===== src/rtl/arb_mux_pkg.sv =====
// Shared constants and helpers for the arbitrating output multiplexer.
// No logic; arbitration mode encodings and an elaboration-time log2.
// Backpressure: n/a.
package arb_mux_pkg;

    localparam int MODE_RR    = 0;
    localparam int MODE_FIXED = 1;

    function automatic int clog2(input int n);
        int r;
        r = 0;
        while ((1 << r) < n) r++;
        return r;
    endfunction

endpackage


===== src/rtl/arb_mux_if.sv =====
// N-channel request side plus single registered output side of arb_mux.
// Latency: n/a (wires only).
// Backpressure: valid/ready on every input channel and on the output.
interface arb_mux_if
    import arb_mux_pkg::*;
#(
    parameter int WIDTH = 32,
    parameter int N     = 4,
    parameter int IDXW  = 3
);
    logic [N*WIDTH-1:0] in_data;
    logic [N-1:0]       in_valid;
    logic [N-1:0]       in_ready;
    logic [WIDTH-1:0]   out_data;
    logic [IDXW-1:0]    out_src;
    logic               out_valid;
    logic               out_ready;

    modport master (
        output in_data, in_valid, out_ready,
        input  in_ready, out_data, out_src, out_valid
    );

    modport slave (
        input  in_data, in_valid, out_ready,
        output in_ready, out_data, out_src, out_valid
    );
endinterface


===== src/rtl/arb_mux_rr_pick.sv =====
// Rotating / fixed priority search: first set req bit starting at base (or at 0).
// Latency: combinational.
// Backpressure: none; pure function of req/base/mode.
module arb_mux_rr_pick
    import arb_mux_pkg::*;
#(
    parameter int N    = 4,
    parameter int IDXW = 3
) (
    input  logic [N-1:0]    req,
    input  logic [IDXW-1:0] base,
    input  logic            mode,
    output logic            any,
    output logic [IDXW-1:0] idx
);
    logic [IDXW-1:0] start;
    logic [2*N-1:0]  dbl;
    logic [N-1:0]    rot;
    int              off;
    int              sum;

    always_comb begin
        start = mode ? '0 : base;
        // rot[k] is req[(start + k) mod N]; lowest set bit of rot is the winner offset
        dbl   = {req, req} >> start;
        rot   = dbl[N-1:0];
        any   = |req;
        off   = 0;
        for (int k = N - 1; k >= 0; k--) begin
            if (rot[k]) off = k;
        end
        sum = int'(start) + off;
        if (sum >= N) sum = sum - N;
        idx = IDXW'(sum);
    end
endmodule


===== src/rtl/arb_mux.sv =====
// N-way arbitrating mux into a one-entry registered output stage.
// Latency: 1 cycle from input acceptance to out_valid; 1 word/cycle sustained.
// Backpressure: no grant while the held word is stalled; drain and refill in the same cycle.
module arb_mux
    import arb_mux_pkg::*;
#(
    parameter int WIDTH = 32,
    parameter int N     = 4,
    parameter int IDXW  = 3,
    parameter int MODE  = MODE_RR
) (
    input  logic     clk,
    input  logic     reset,
    arb_mux_if.slave bus
);
    if (N < 2 || N > 8 || IDXW < clog2(N) || (MODE != MODE_RR && MODE != MODE_FIXED)) begin : g_param_err
        $error("arb_mux: illegal parameter combination");
    end

    logic [IDXW-1:0]  ptr;
    logic [IDXW-1:0]  win;
    logic [IDXW-1:0]  ptr_nxt;
    logic             any;
    logic             load;
    logic [WIDTH-1:0] sel_data;
    logic [WIDTH-1:0] out_data_q;
    logic [IDXW-1:0]  out_src_q;
    logic             out_valid_q;

    arb_mux_rr_pick #(.N(N), .IDXW(IDXW)) u_pick (
        .req  (bus.in_valid),
        .base (ptr),
        .mode (MODE == MODE_FIXED),
        .any  (any),
        .idx  (win)
    );

    assign load     = !out_valid_q || bus.out_ready;
    assign sel_data = WIDTH'(bus.in_data >> (int'(win) * WIDTH));
    assign ptr_nxt  = (win == IDXW'(N - 1)) ? '0 : win + 1'b1;

    // Grant is suppressed during reset so nothing is consumed on the flushing edge.
    always_comb begin
        bus.in_ready = '0;
        if (!reset && load && any) bus.in_ready = {{(N-1){1'b0}}, 1'b1} << win;
    end

    always_ff @(posedge clk) begin
        if (reset) begin
            out_data_q  <= '0;
            out_src_q   <= '0;
            out_valid_q <= 1'b0;
            ptr         <= '0;
        end else if (load) begin
            if (any) begin
                out_data_q  <= sel_data;
                out_src_q   <= win;
                out_valid_q <= 1'b1;
                if (MODE == MODE_RR) ptr <= ptr_nxt;
            end else begin
                out_valid_q <= 1'b0;
            end
        end
    end

    assign bus.out_data  = out_data_q;
    assign bus.out_src   = out_src_q;
    assign bus.out_valid = out_valid_q;
endmodule


===== src/flat_wrapper.sv =====
// flat-port wrapper written by rule: the top's interface ports become plain ports
module arb_mux_flat import arb_mux_pkg::*;
#(
    parameter int WIDTH = 32,
    parameter int N     = 4,
    parameter int IDXW  = 3,
    parameter int MODE  = MODE_RR
)
  (clk, reset, bus_in_data, bus_in_valid, bus_out_ready, bus_in_ready, bus_out_data, bus_out_src, bus_out_valid);
  arb_mux_if #(.WIDTH(WIDTH), .N(N), .IDXW(IDXW)) bus_i ();
  input  logic clk;
  input  logic reset;
  input wire logic [$bits(bus_i.in_data)-1:0] bus_in_data;
  input wire logic [$bits(bus_i.in_valid)-1:0] bus_in_valid;
  input wire logic [$bits(bus_i.out_ready)-1:0] bus_out_ready;
  output wire logic [$bits(bus_i.in_ready)-1:0] bus_in_ready;
  output wire logic [$bits(bus_i.out_data)-1:0] bus_out_data;
  output wire logic [$bits(bus_i.out_src)-1:0] bus_out_src;
  output wire logic [$bits(bus_i.out_valid)-1:0] bus_out_valid;
  assign bus_i.in_data = bus_in_data;
  assign bus_i.in_valid = bus_in_valid;
  assign bus_i.out_ready = bus_out_ready;
  assign bus_in_ready = bus_i.in_ready;
  assign bus_out_data = bus_i.out_data;
  assign bus_out_src = bus_i.out_src;
  assign bus_out_valid = bus_i.out_valid;
  arb_mux #(.WIDTH(WIDTH), .N(N), .IDXW(IDXW), .MODE(MODE)) u_core (.clk(clk), .reset(reset), .bus(bus_i));
endmodule

===== config.mk =====
export PLATFORM = sky130hd
export DESIGN_NAME = arb_mux_flat
export DESIGN_NICKNAME = d
export VERILOG_FILES = /design/src/rtl/arb_mux_pkg.sv /design/src/rtl/arb_mux_if.sv /design/src/rtl/arb_mux_rr_pick.sv /design/src/rtl/arb_mux.sv /design/src/flat_wrapper.sv
export SDC_FILE = /design/constraint.sdc
export NUM_CORES = 1
export LEC_CHECK = 0
export ABC_AREA = 1
export BUFFER_PORTS_ARGS = -buffer_cell sky130_fd_sc_hd__buf_2
export CAP_MARGIN = 25
export CORE_UTILIZATION = 42
export CTS_CLUSTER_SIZE = 40
export DETAILED_ROUTE_END_ITERATION = 16
export HOLD_SLACK_MARGIN = 0.15
export PLACE_DENSITY = 0.79
export SLEW_MARGIN = 20
export SYNTH_ARGS = -nofsm -noshare
export SYNTH_HDL_FRONTEND = slang
export SYNTH_HIERARCHICAL = 1
export SYNTH_SLANG_ARGS = --single-unit

===== constraint.sdc =====
create_clock -name clk -period 2.26 [get_ports clk]
set_input_delay 0.113 -clock clk [delete_from_list [all_inputs] [get_ports clk]]
set_output_delay 0.113 -clock clk [all_outputs]
set_load 0.01 [all_outputs]

==> metrics.txt, run 1 <==
outcome=complete, but fails checks; violated checks=setup timing; Reg clk slew, reported paths=0.08 ns; Routed WL per cell=11.5 µm; Critical Path End=bus_in_ready[0]; TNS Setup=-12.69 ns; final worst slack=-0.461 ns; Register-to-Register Path Depth=19; asr flop ratio synth=0%; Syn Std Cell Area=0.00330 mm²; Area growth, synth to finish=49.7%; Max Slew Vio Count=0; H-tree Lvls=2; Post-Synthesis Cells=roughly 620; Vias=~4.3k; Num CTS Buffers=5; Finish-stage setup viols=41; Simple-Gate Fraction of Synth Area=roughly 44%; PwrDens=around 950 mW/mm²; WS Path Type=reg -> out; P_leak=3.08 nW; overall power=4.69 mW; CP max FO=6; crit path from=u_core/ptr[0]; DR iter-0 viols=205; Mean Syn Cell Area=roughly 5.4 µm²; clk buf depth=2; RR Endpoint=u_core/bus.out_data[4]; # DRC=0; register area share after synthesis=23.7%; FF-to-FF Start=u_core/ptr[0]; CP Capture Type=primary output; mux contribution to synthesized area=0%; Die Y=90.6 µm; achievable frequency=367 MHz; top_reg_cell synth=dfxtp_1; MaxCap Viol Count=0; antenna violation net count after detailed routing=0; sequential cell area=786 µm²; largest family of logic cells by synthesized area=simple AND/OR/NAND/NOR gates; Initial Utilization=44.5%; Die ar.=0.00820 mm²; post-route minimum period=between 2 and 3 ns; HPWL Detailed=~7.6 mm; internal reg-to-reg setup slack=-0.39 ns; fin util=around two thirds; min-delay src=bus_in_data[75]; Remaining Overflow, GRT=0; Core ar.=0.00741 mm²; DR vias/cell=about 4.7; worst path arrival time=between 2 and 3 ns; Max IR drop VDD=0.461 mV; CTS tree=done; endpoints failing hold=0; type of element launching the critical path=flop; Synth Area in Adders=2.51%; die width=90.6 µm; Worst Path Required=2.15 ns; largest net degree at the start of global routing=40; yosys warns=6; Hold Crit Class=in -> reg; fin crit share=120%; fillers=708; Port Buffers=174; nets=950; GP Congestion=0.852; Synth Register Bits=39; Post-synth EDFFs=0; All-Layer GR Usage=between 20% and 30%; vias in the first global route=4017; worst skew pair latency=0.29 ns; Multi-input gate area=around 0.0020 mm²; ANT cells=0; DRT Wirelength=10.4 mm; initial antenna violation count=0; count of different cell masters after synthesis=28; fraction of layout cells with a size suffix above 1=34.7%; Clock Skews=approximately 0.0076 ns; First-pass DRT Iterations=4; row count=31; unrepaired setup endpoints after global routing=true; post-synthesis compound-gate area fraction=under 10%; clock tree root driver cell=clkbuf_8; Synth Area in XOR/XNOR=0.266%; IO Count=175; CTS Sinks=39; first-pass GRT wire length=about 17 mm
[state kept, by name, summed over array words and instances, names as in the netlist]
signal / cells
u_core/bus.out_data: 32
u_core/bus.out_valid: 1
u_core/ptr: 3
u_core/bus.out_src: 3
[worst max-delay path, stage by stage (launching register included)]
cell,delay [ns]
dfxtp_4,0.43
inv_2,0.06
nor2_4,0.09
nand2_2,0.08
nand3_2,0.07
nand2_2,0.08
nand3_2,0.10
nand2_2,0.09
nand2_2,0.10
nor2_4,0.05
fa_2,0.63
clkinv_4,0.11
ha_4,0.17
nand2_2,0.07
nor2_2,0.04
buf_2,0.14
[cell usage in the layout, fill, tap and decap left out, types with 5 or more instances in the layout]
master      n
dfxtp_1    37
buf_6       5
nor2_1      7
buf_4      23
inv_2       5
nand2_2    13
nand3_1    68
buf_2     174
buf_12     10
a21oi_2     8
inv_1     135
nand2_1   236
clkbuf_8    7
a21oi_1    31
nor2_4      7
nand3_2     8
[worst min-delay path by stage]
| stage | slack [ns] | cells past startpoint | endpoint |
|---|---|---|---|
| after floorplan | 0.32 | 3 | u_core/bus.out_valid |
| after global placement | 0.43 | 4 | u_core/bus.out_valid |
| after detailed placement | 0.43 | 4 | u_core/bus.out_valid |
| after CTS | 0.23 | 7 | u_core/bus.out_data[11] |
| after global routing | 0.26 | 7 | u_core/bus.out_data[12] |
| final | 0.24 | 7 | u_core/bus.out_data[11] |
[cells in the mapped netlist, types with 2 or more instances]
master	number	area, µm²
buf_1	2	7.51
nor2_2	4	25.0
nand4_1	2	12.5
o21ai_1	3	15.0
nand2_2	6	37.5
clkbuf_1	5	18.8
a21oi_1	39	195
dfxtp_1	39	781
nand2_1	246	923
nand3_1	76	380
nor2_1	11	41.3
buf_2	18	90.1
ha_1	5	62.6
inv_1	136	510
inv_2	6	22.5
buf_6	6	67.6
[stage by stage]
| stage | area [µm²] | hold WS, ns | instances | worst slack [ns] |
|---|---|---|---|---|
| 2_1_floorplan | 3360 | 0.318 | 618 | -0.00221 |
| 3_3_place_gp | 4430 | 0.429 | 882 | -0.0637 |
| 3_5_place_dp | 4430 | 0.428 | 882 | -0.151 |
| 4_1_cts | 4820 | 0.235 | 906 | -0.302 |
| 5_1_grt | 4930 | 0.260 | 909 | -0.523 |
| 6_report | 4930 | 0.241 | 909 | -0.461 |
[final cells by class]
| cell class | count | area share, % |
|---|---|---|
| timing repair buffer | 216 | 27.9 |
| sequential | 39 | 15.9 |
| multi-input combinational | 403 | 40.5 |
| inverter | 144 | 11.2 |
| clock buffer | 8 | 2.03 |
| tap | 99 | 2.51 |
[per-layer routing]
layer  wire length (µm)  GRT usage, %  vias up  part of all wire (%)
met2               5130          46.3      158                    49
met5                  0             0        -                     0
met3                620          5.72       26                   5.9
met1               4420          28.3     1871                    42
li1                   -             -     2195                     -
met4                253          10.1        0                   2.4
[timing repair]
action,CTS,global route
resized for setup,28,23
hold buffers,2,0
buffers inserted,12,3
hold endpoints to repair,5,0
pin swaps,22,8
endpoints found under the setup margin,39,41
cloned,2,0
[cells by family after synthesis]
family                     Yosys count
buffers and inverters              176
other                                1
AOI/OAI and AO/OA                   44
xor gates and xnor gates             1
DFF                                 39
and+or+nand+nor                    349
adders and majority gates            6
[where the power goes]
| part | switching (mW) | internal [mW] |
|---|---|---|
| combinational | 1.74 | 1.32 |
| sequential | 0.158 | 0.949 |
| clock | 0.239 | 0.279 |
| total | 2.14 | 2.55 |
(Power assumes the default switching activity.)
==> inputs of run 2 (changes only) <==
--- a/config.mk
+++ b/config.mk
@@ -6,13 +6,14 @@
 export NUM_CORES = 1
 export LEC_CHECK = 0
 export ABC_AREA = 1
+export ABC_CLOCK_PERIOD_IN_PS = 2260
 export BUFFER_PORTS_ARGS = -buffer_cell sky130_fd_sc_hd__buf_2
 export CAP_MARGIN = 25
 export CORE_UTILIZATION = 42
 export CTS_CLUSTER_SIZE = 40
 export DETAILED_ROUTE_END_ITERATION = 16
 export HOLD_SLACK_MARGIN = 0.15
-export PLACE_DENSITY = 0.79
+export PLACE_DENSITY = 0.83
 export SLEW_MARGIN = 20
 export SYNTH_ARGS = -nofsm -noshare
 export SYNTH_HDL_FRONTEND = slang
==> run 2 against run 1 <==
Effect of this change:
- the run still ends with setup timing left
- die area unchanged
- count of clock-buffer cells in the layout decreased by 3
- final cell count shrank 0.66%
- global-route usage fell by 1.5 points
- setup slack gained 0.11 ns
- combinational power fell by 2%
- total power up 0.46%
- utilization shrank 1.5 points
- sequential power barely moved
- highest routed layer unchanged
- routed wire length shrank 5.8%
- cell area fell by 2.2%
==> metrics.txt, run 2 (synthesis gave the netlist of run 1 again) <==
Largest register FFs=32; CP delay by family, top=simple AND/OR/NAND/NOR gates; worst hold slack=0.232 ns; overall power=4.71 mW; placed cell area=0.00442 mm²; Relative slew margins=65.5%; Remaining Overflow, GRT=0; first-pass GRT wire length=16.1 mm; GR peak layer=met2; final worst slack=-0.349 ns; GP Congestion=roughly 0.80; most used cell, CP=nand2_2; CP Capture Type=primary output; H-tree Lvls=2; WS Path Type=reg -> out; P_leak=between 3 and 4 nW; min-delay src=bus_in_data[75]; sequential cell area=786 µm²; Initial Utilization=44.5%; CTS tree=done; fillers=678; endpoints failing hold=0; crit path from=u_core/ptr[0]; Vias=between 4k and 5k; unrepaired setup endpoints after global routing=true; type of element launching the critical path=flop; critical path, cell by cell=inv_2 > nor2_4 > nand2_2 > nand3_2 > nand2_2 > a21oi_2 > nor2_2 > buf_4 > ha_4 > and3_4 > nand4_1 > a21oi_2 > inv_2 > nand2_2 > nor2_1 > buf_2; fin cells=903; met1 usage=26.4%; Hold Crit Class=in -> reg; PwrDens=977 mW/mm²; Largest stage delay, worst path=0.41 ns; ANT cells=0; Finish-stage setup viols=39; CP max FO=6; nets=944; vias in the first global route=3788; largest net degree at the start of global routing=43; Buf+Inv Stages, Crit Path=4; violated checks=setup timing; fin area=between 0.004 and 0.005 mm²; row count=31; HPWL Detailed=about 7 mm; Register-to-Register Path Depth=18; most frequent cells in the layout=231 x nand2_1, 174 x buf_2, 135 x inv_1; worst slack, placed=-0.161 ns; Die Y=about 90 µm; achievable frequency=383 MHz; placed insts=882; outcome=complete, but fails checks; IO Count=around 180; die width=90.6 µm; grt met3 use=4.38%; fin crit share=115%; initial antenna violation count=0; DRT Wirelength=roughly 9.8 mm; Max Slew Vio Count=0; MaxCap Viol Count=0; Die ar.=0.00820 mm²; All-Layer GR Usage=23.9%; Crit. path cell count=16; met2 usage=44.3%; CP max-delay cell=dfxtp_4; DR iter-0 viols=approximately 150; commonest non-fill, non-tap cell in the layout=nand2_1; DR vias/cell=around 4.6; Tightest Pin Transition=0.515 ns; Reg clk slew, reported paths=~0.08 ns; FF-to-FF Start=u_core/ptr[0]; Clock Skews=0.00645 ns; Area growth, synth to finish=46.4%; antenna violation net count after detailed routing=0; Max IR drop VDD=0.492 mV; worst skew pair latency=~0.30 ns; clk buf depth=2; Num CTS Buffers=5; Routed WL per cell=10.9 µm; Multi-input gate area=0.00200 mm²; worst path arrival time=2.50 ns; post-route minimum period=2.61 ns; Core ar.=0.00741 mm²; Port Buffers=174; # DRC=0; WHS Path Cells=7; First-pass DRT Iterations=4; CTS Sinks=39; clock tree root driver cell=clkbuf_8; fraction of layout cells with a size suffix above 1=between 30% and 40%; Worst Path Required=about 2.2 ns
-- run 2: cell types whose count changed in the layout (fill, tap and decap cells not counted), sizes merged --
cell / change
clkbuf: -2
clkinv: +2
buf: -7
bufinv: +1
-- run 2: final timing paths --
path,endpoint,slack [ns]
worst max-delay path,bus_in_ready[3],-0.35
worst min-delay path,u_core/bus.out_data[11],0.23
worst min register to register,u_core/bus.out_data[17],0.47
worst max register to register,u_core/bus.out_data[27],-0.33
-- run 2: per-layer routing --
layer | vias to the layer above | routed length, µm
li1 | 2180 | -
met1 | 1771 | 3980
met2 | 166 | 4920
met3 | 25 | 657
met4 | 0 | 262
met5 | - | 0
-- run 2: worst register-to-register path: stages, from the launching register on --
cell and delay, ns:
dfxtp_4 0.41, nand2_8 0.09, nand2_4 0.09, nand3_2 0.08
nand2_2 0.07, clkinv_2 0.06, nand3_2 0.07, nand2_2 0.06
nand2_2 0.09, nor2_4 0.05, fa_2 0.60, clkinv_4 0.09
buf_4 0.14, buf_6 0.13, clkbuf_16 0.16, nand3_1 0.08
nand2_1 0.08, nand2_2 0.07, a21oi_2 0.05
-- run 2: final cells by class --
| cell class | instances | area share [%] |
|---|---|---|
| multi-input cells | 403 | 41.4 |
| repair buffers | 210 | 26.0 |
| flip-flops and latches | 39 | 16.3 |
| inverters | 144 | 11.4 |
| well taps | 99 | 2.57 |
| clock buffers | 5 | 1.43 |
| clock inverters | 3 | 0.907 |
-- run 2: report_power, final --
part | internal [mW] | switching, mW
sequential | 0.948 | 0.146
clock | 0.329 | 0.267
combinational | 1.30 | 1.72
total | 2.58 | 2.13
-- run 2: what timing repair did --
| action | CTS | global route |
|---|---|---|
| resized for setup | 39 | 17 |
| setup buffers | 10 | 3 |
| hold buffers | 2 | 0 |
| setup endpoints to repair | 40 | 40 |
| cloned | 2 | 1 |
| pin swaps | 22 | 9 |
| endpoints found under the hold margin | 3 | 0 |
-- run 2: metrics by stage --
stage                     setup TNS (ns)  utilization (%)
final                             -10.55             65.1
after global placement             -1.52             59.6
after CTS                          -8.74             64.6
after detailed placement           -4.81             59.6
after global routing              -15.85             65.1
after floorplan                 -0.00221                -
